`src/rtl/sr_ctrl_pkg.sv`:
```
// Shared definitions for the SR request sequencer: FSM encoding and counter width.
package sr_ctrl_pkg;

    localparam int unsigned CNT_W = 8;

    typedef enum logic [1:0] {
        IDLE    = 2'd0,
        PULSE_S = 2'd1,
        PULSE_R = 2'd2,
        HOLDOFF = 2'd3
    } state_t;

endpackage

```
`src/rtl/debounce_filter.sv`:
```
// Two-flop synchroniser, debounce counter and rising-edge detector for one raw request level.
module debounce_filter
    import sr_ctrl_pkg::*;
#(
    parameter int unsigned DEBOUNCE_CYCLES = 4
) (
    input  logic Clock,
    input  logic Reset,
    input  logic raw_in,
    output logic filt_out,
    output logic rise_out
);

    // Compare value: the filtered level flips on the DEBOUNCE_CYCLES-th mismatching sample.
    localparam logic [CNT_W-1:0] CNT_LAST = CNT_W'(DEBOUNCE_CYCLES - 1);

    logic             sync1_q, sync1_d;
    logic             sync2_q, sync2_d;
    logic             filt_q,  filt_d;
    logic             rise_q,  rise_d;
    logic [CNT_W-1:0] cnt_q,   cnt_d;

    // Synchroniser shift, debounce count and registered rising-edge pulse.
    always_comb begin
        sync1_d = raw_in;
        sync2_d = sync1_q;
        filt_d  = filt_q;
        rise_d  = 1'b0;
        cnt_d   = '0;
        if (sync2_q != filt_q) begin
            if (cnt_q == CNT_LAST) begin
                filt_d = sync2_q;
                rise_d = sync2_q;
                cnt_d  = '0;
            end else begin
                cnt_d = cnt_q + CNT_W'(1);
            end
        end
    end

    // State registers with asynchronous clear.
    always_ff @(posedge Clock or posedge Reset) begin
        if (Reset) begin
            sync1_q <= 1'b0;
            sync2_q <= 1'b0;
            filt_q  <= 1'b0;
            rise_q  <= 1'b0;
            cnt_q   <= '0;
        end else begin
            sync1_q <= sync1_d;
            sync2_q <= sync2_d;
            filt_q  <= filt_d;
            rise_q  <= rise_d;
            cnt_q   <= cnt_d;
        end
    end

    assign filt_out = filt_q;
    assign rise_out = rise_q;

endmodule

```
`src/rtl/sr_request_sequencer.sv`:
```
// Turns debounced set/clear request edges into single-cycle, mutually exclusive S/R pulses.
module sr_request_sequencer
    import sr_ctrl_pkg::*;
#(
    parameter int unsigned DEBOUNCE_CYCLES = 4,
    parameter int unsigned HOLDOFF_CYCLES  = 2
) (
    input  logic Clock,
    input  logic Reset,
    input  logic SetReq,
    input  logic ClrReq,
    output logic S,
    output logic R,
    output logic Busy,
    output logic Conflict
);

    // Last holdoff count value; unused when HOLDOFF_CYCLES is zero.
    localparam logic [CNT_W-1:0] HOLD_LAST =
        CNT_W'((HOLDOFF_CYCLES > 0) ? (HOLDOFF_CYCLES - 1) : 0);

    logic set_lvl, set_rise;
    logic clr_lvl, clr_rise;
    logic set_edge, clr_edge;

    state_t           state_q,    state_d;
    logic [CNT_W-1:0] hold_cnt_q, hold_cnt_d;
    logic             set_pend_q, set_pend_d;
    logic             clr_pend_q, clr_pend_d;
    logic             order_q,    order_d;     // 1: clear request is the older one
    logic             conflict_q, conflict_d;
    logic             s_q,        s_d;
    logic             r_q,        r_d;
    logic             busy_q,     busy_d;
    logic             take_set,   take_clr;

    debounce_filter #(.DEBOUNCE_CYCLES(DEBOUNCE_CYCLES)) u_set_filter (
        .Clock    (Clock),
        .Reset    (Reset),
        .raw_in   (SetReq),
        .filt_out (set_lvl),
        .rise_out (set_rise)
    );

    debounce_filter #(.DEBOUNCE_CYCLES(DEBOUNCE_CYCLES)) u_clr_filter (
        .Clock    (Clock),
        .Reset    (Reset),
        .raw_in   (ClrReq),
        .filt_out (clr_lvl),
        .rise_out (clr_rise)
    );

    // An edge only counts while the settled level agrees with it.
    assign set_edge = set_rise & set_lvl;
    assign clr_edge = clr_rise & clr_lvl;

    // Next-state, pending-flag, order and output decode.
    always_comb begin
        state_d    = state_q;
        hold_cnt_d = hold_cnt_q;
        set_pend_d = set_pend_q;
        clr_pend_d = clr_pend_q;
        order_d    = order_q;
        conflict_d = set_edge & clr_edge;
        take_set   = 1'b0;
        take_clr   = 1'b0;

        case (state_q)
            IDLE: begin
                if (set_pend_q && (!clr_pend_q || !order_q)) begin
                    state_d  = PULSE_S;
                    take_set = 1'b1;
                end else if (clr_pend_q) begin
                    state_d  = PULSE_R;
                    take_clr = 1'b1;
                end
            end
            PULSE_S, PULSE_R: begin
                hold_cnt_d = '0;
                state_d    = (HOLDOFF_CYCLES > 0) ? HOLDOFF : IDLE;
            end
            HOLDOFF: begin
                if (hold_cnt_q == HOLD_LAST) begin
                    state_d    = IDLE;
                    hold_cnt_d = '0;
                end else begin
                    hold_cnt_d = hold_cnt_q + CNT_W'(1);
                end
            end
            default: begin
                state_d    = IDLE;
                hold_cnt_d = '0;
            end
        endcase

        if (take_set) set_pend_d = 1'b0;
        if (take_clr) clr_pend_d = 1'b0;

        // Simultaneous edges are discarded; an already pending channel absorbs further edges.
        if (!conflict_d) begin
            if (set_edge && !set_pend_q) set_pend_d = 1'b1;
            if (clr_edge && !clr_pend_q) clr_pend_d = 1'b1;
        end

        // With a single request pending, it is by definition the older one.
        if (set_pend_d && !clr_pend_d) begin
            order_d = 1'b0;
        end else if (clr_pend_d && !set_pend_d) begin
            order_d = 1'b1;
        end

        s_d    = (state_d == PULSE_S);
        r_d    = (state_d == PULSE_R);
        busy_d = (state_d != IDLE);
    end

    // State and output registers; reset drops S/R without waiting for a clock.
    always_ff @(posedge Clock or posedge Reset) begin
        if (Reset) begin
            state_q    <= IDLE;
            hold_cnt_q <= '0;
            set_pend_q <= 1'b0;
            clr_pend_q <= 1'b0;
            order_q    <= 1'b0;
            conflict_q <= 1'b0;
            s_q        <= 1'b0;
            r_q        <= 1'b0;
            busy_q     <= 1'b0;
        end else begin
            state_q    <= state_d;
            hold_cnt_q <= hold_cnt_d;
            set_pend_q <= set_pend_d;
            clr_pend_q <= clr_pend_d;
            order_q    <= order_d;
            conflict_q <= conflict_d;
            s_q        <= s_d;
            r_q        <= r_d;
            busy_q     <= busy_d;
        end
    end

    assign S        = s_q;
    assign R        = r_q;
    assign Busy     = busy_q;
    assign Conflict = conflict_q;

endmodule

```
`config.mk`:
```
export PLATFORM = sky130hd
export DESIGN_NAME = sr_request_sequencer
export DESIGN_NICKNAME = d
export VERILOG_FILES = /design/src/rtl/sr_ctrl_pkg.sv /design/src/rtl/debounce_filter.sv /design/src/rtl/sr_request_sequencer.sv
export SDC_FILE = /design/constraint.sdc
export NUM_CORES = 1
export LEC_CHECK = 0
export CORE_UTILIZATION = 50
export DETAILED_ROUTE_END_ITERATION = 10
export HOLD_SLACK_MARGIN = 0.02
export PLACE_DENSITY_LB_ADDON = 0.1
export SLEW_MARGIN = 20
export SYNTH_ARGS = -nofsm -noshare
export SYNTH_HDL_FRONTEND = slang
export SYNTH_SLANG_ARGS = --single-unit
```
`constraint.sdc`:
```
create_clock -name Clock -period 3.6 [get_ports Clock]
set_input_delay 0.72 -clock Clock [delete_from_list [all_inputs] [get_ports Clock]]
set_output_delay 0.72 -clock Clock [all_outputs]
set_load 0.02 [all_outputs]
```
==> flow_summary.json <==
{
  "status": "finished, final reports clean",
  "layout_common_cells": "41 x dfrtp_1, 18 x nor2_1, 17 x nand3_1",
  "cp_slowest_stage_delay_ns": 0.46,
  "use_met3_pct": 6.57,
  "drc": 0,
  "first_pass_iters": 4,
  "hold_viol_final": 0,
  "fin_skew_ns": 0.00550,
  "rsz0062_at_grt": "false",
  "drive_gt1_share_pct": 8.38,
  "insertion_delay_ns": 0.30,
  "synth_edf_count": 0,
  "route.detailed.wl_per_inst_um": 13.2,
  "timing.final.max_slew_violations": 0,
  "vias_per_cell": 5.36,
  "area_delta_synth_final_pct": 13.4,
  "cts_tree": "yes",
  "io_pins": 8,
  "ys_seq_area_share_pct": 55.4,
  "grtUsageMet1_pct": 24.2,
  "core_um2": 3440,
  "endpoint_kind": "register",
  "maxSlewHeadroom_pct": 58.9,
  "die_w_um": 62.9,
  "worstHoldPathType": "register to register",
  "synthFlopType": "dfrtp_1",
  "num-nets-final": 190,
  "critical_path_class": "register to register",
  "cts_max_path_buffers": 2,
  "start_kind": "register",
  "max_freq_mhz": 487,
  "groute.usage.overall_pct": 18.6,
  "path_clk_slew_ns": 0.07,
  "multi_input_area_um2": 805,
  "synth_cell_type_count": 35,
  "synth-seq-cells": 41,
  "worst_pin_slew_ns": 0.615,
  "grt_pass1_wl_um": 5640,
  "yosysWarningCount": 0,
  "netlist_area_um2": 1850,
  "async_flop_share_pct": 100,
  "grt_use_met2_pct": 28.9,
  "antenna_found_initial": 0,
  "num_rows": 21,
  "crit_fanout": 7,
  "num_antenna_cells": 0,
  "gp_congestion": 0.892,
  "grt_pass1_vias": 1228,
  "cap_viol_max_count": 0,
  "die_height_um": 62.9,
  "cts.sinks": 41,
  "numPortBuffers": 7,
  "post-dp-hpwl_um": 2140,
  "start_util_pct": 53.8,
  "leakage_uw": 0.000949,
  "post_synth_inst_count": 164,
  "post-place-cells": 217,
  "detail-route-antenna-nets": 0,
  "post_cts_buffers": 0,
  "grt_max_degree": 26,
  "cts_made_buffers": 5,
  "routed_wirelength_um": 2970,
  "grt_remaining_overflow": 0,
  "cts_root_buf": "clkbuf_8",
  "die_area_um2": 3950,
  "mostFrequentLayoutCell": "dfrtp_1",
  "crit_slowest_cell": "or4b_4",
  "fin_tns_setup_ns": 0,
  "vias": 1205,
  "hold_buffers": 0,
  "fin_util_pct": 61.0,
  "p_total_uw": 1480,
  "final_cells": 225,
  "final_area_um2": 2100,
  "peakVddDrop_mv": 0.441,
  "finalSetupViolations": 0,
  "cts_resized": 0,
  "fin_crit_sh_pct": 57.0,
  "drtIter0Drc": 81,
  "critPathArrivalTime_ns": 2.24,
  "worstPathCellList": "inv_1 -> ha_1 -> or4b_4 -> o41ai_4 -> o311ai_2 -> or2_1",
  "p_per_area_nw_per_um2": 707,
  "fillers": 287,
  "seq_area_um2": 1030,
  "fin_crit_ns": 2.05,
  "ctsHtreeMaxLevel": 2,
  "top_usage_layer": "met2",
  "avgSynthCellArea_um2": 11.3,
  "place_area_um2": 1980,
  "cp.required_ns": 3.79,
  "syn_nets": 176
}
-- registers in the layout, indices dropped and copies added, names as in the netlist, 2 cells and up --
signal,count
state_q,2
u_clr_filter.cnt_q,8
hold_cnt_q,8
u_set_filter.cnt_q,8
-- metrics by stage --
step | worst slack [ns] | hold WS (ns)
finish | 1.55 | 0.350
global route | 1.44 | 0.371
CTS | 1.55 | 0.352
detailed placement | 1.56 | 0.335
global placement | 1.62 | 0.333
floorplan | 1.71 | 0.331
-- worst max-delay path: cells and delay by family (launching register included) --
kind / cells / cell delay, ns
and+or+nand+nor: 2 / 0.72
DFF: 1 / 0.44
AOI/OAI and AO/OA: 2 / 0.59
buffers and inverters: 1 / 0.08
adders and majority gates: 1 / 0.12
-- per-layer routing --
layer	up-vias	wire (um)
met1	584	1400
met2	22	1400
li1	593	-
met3	6	130
met4	0	42
met5	-	0
-- cells in the mapped netlist, types with 2 or more instances --
cell	instances	area [um2]
a31oi_1	2	12.5
and3_1	7	43.8
dfrtp_1	41	1030
ha_1	8	100
inv_1	5	18.8
mux2_2	2	22.5
nand2_1	12	45.0
nand2b_1	3	18.8
nand3_1	17	85.1
nand4b_1	2	17.5
nor2_1	18	67.6
nor2b_1	5	31.3
nor3b_1	2	15.0
o211ai_1	2	15.0
o21ai_0	2	10.0
o311ai_2	2	32.5
o31ai_1	2	15.0
xnor2_1	3	26.3
xor2_1	13	114
-- worst paths after layout --
path / depth (start not counted) / end / slack (ns) / start
max: 6 / Busy$_DFF_PP0_ / 1.55 / hold_cnt_q[1]$_DFFE_PP0N_
min: 0 / u_clr_filter.sync2_q$_DFF_PP0_ / 0.35 / u_clr_filter.sync1_q$_DFF_PP0_
max reg2reg: 6 / Busy$_DFF_PP0_ / 1.55 / hold_cnt_q[1]$_DFFE_PP0N_
min reg2reg: 0 / u_clr_filter.sync2_q$_DFF_PP0_ / 0.35 / u_clr_filter.sync1_q$_DFF_PP0_
max in group asynchronous: 3 / u_clr_filter.cnt_q[6]$_DFF_PP0_ / 2.07 / Reset
min in group asynchronous: 2 / u_set_filter.sync2_q$_DFF_PP0_ / 0.79 / Reset
-- report_power, final --
group / internal, uW / switching [uW]
Clock: 226 / 155
Sequential: 554 / 81.9
Combinational: 211 / 258
Total: 991 / 494
-- cells by family after synthesis --
| logic type | Yosys count | synth area share (%) |
|---|---|---|
| DFF | 41 | 55.4 |
| xor gates and xnor gates | 16 | 7.56 |
| adders and majority gates | 8 | 5.40 |
| and+or+nand+nor | 74 | 20.7 |
| muxes | 2 | 1.22 |
| buffers and inverters | 6 | 1.22 |
| AOI/OAI and AO/OA | 17 | 8.51 |
-- layout make-up --
class	count	share of cell area, %
timing repair buffer	8	3.69
clock buffer	7	4.11
multi-input combinational	117	38.3
inverter	5	0.893
tap	46	2.74
clock inverter	1	1.43
sequential	41	48.8
(Power assumes the default switching activity.)
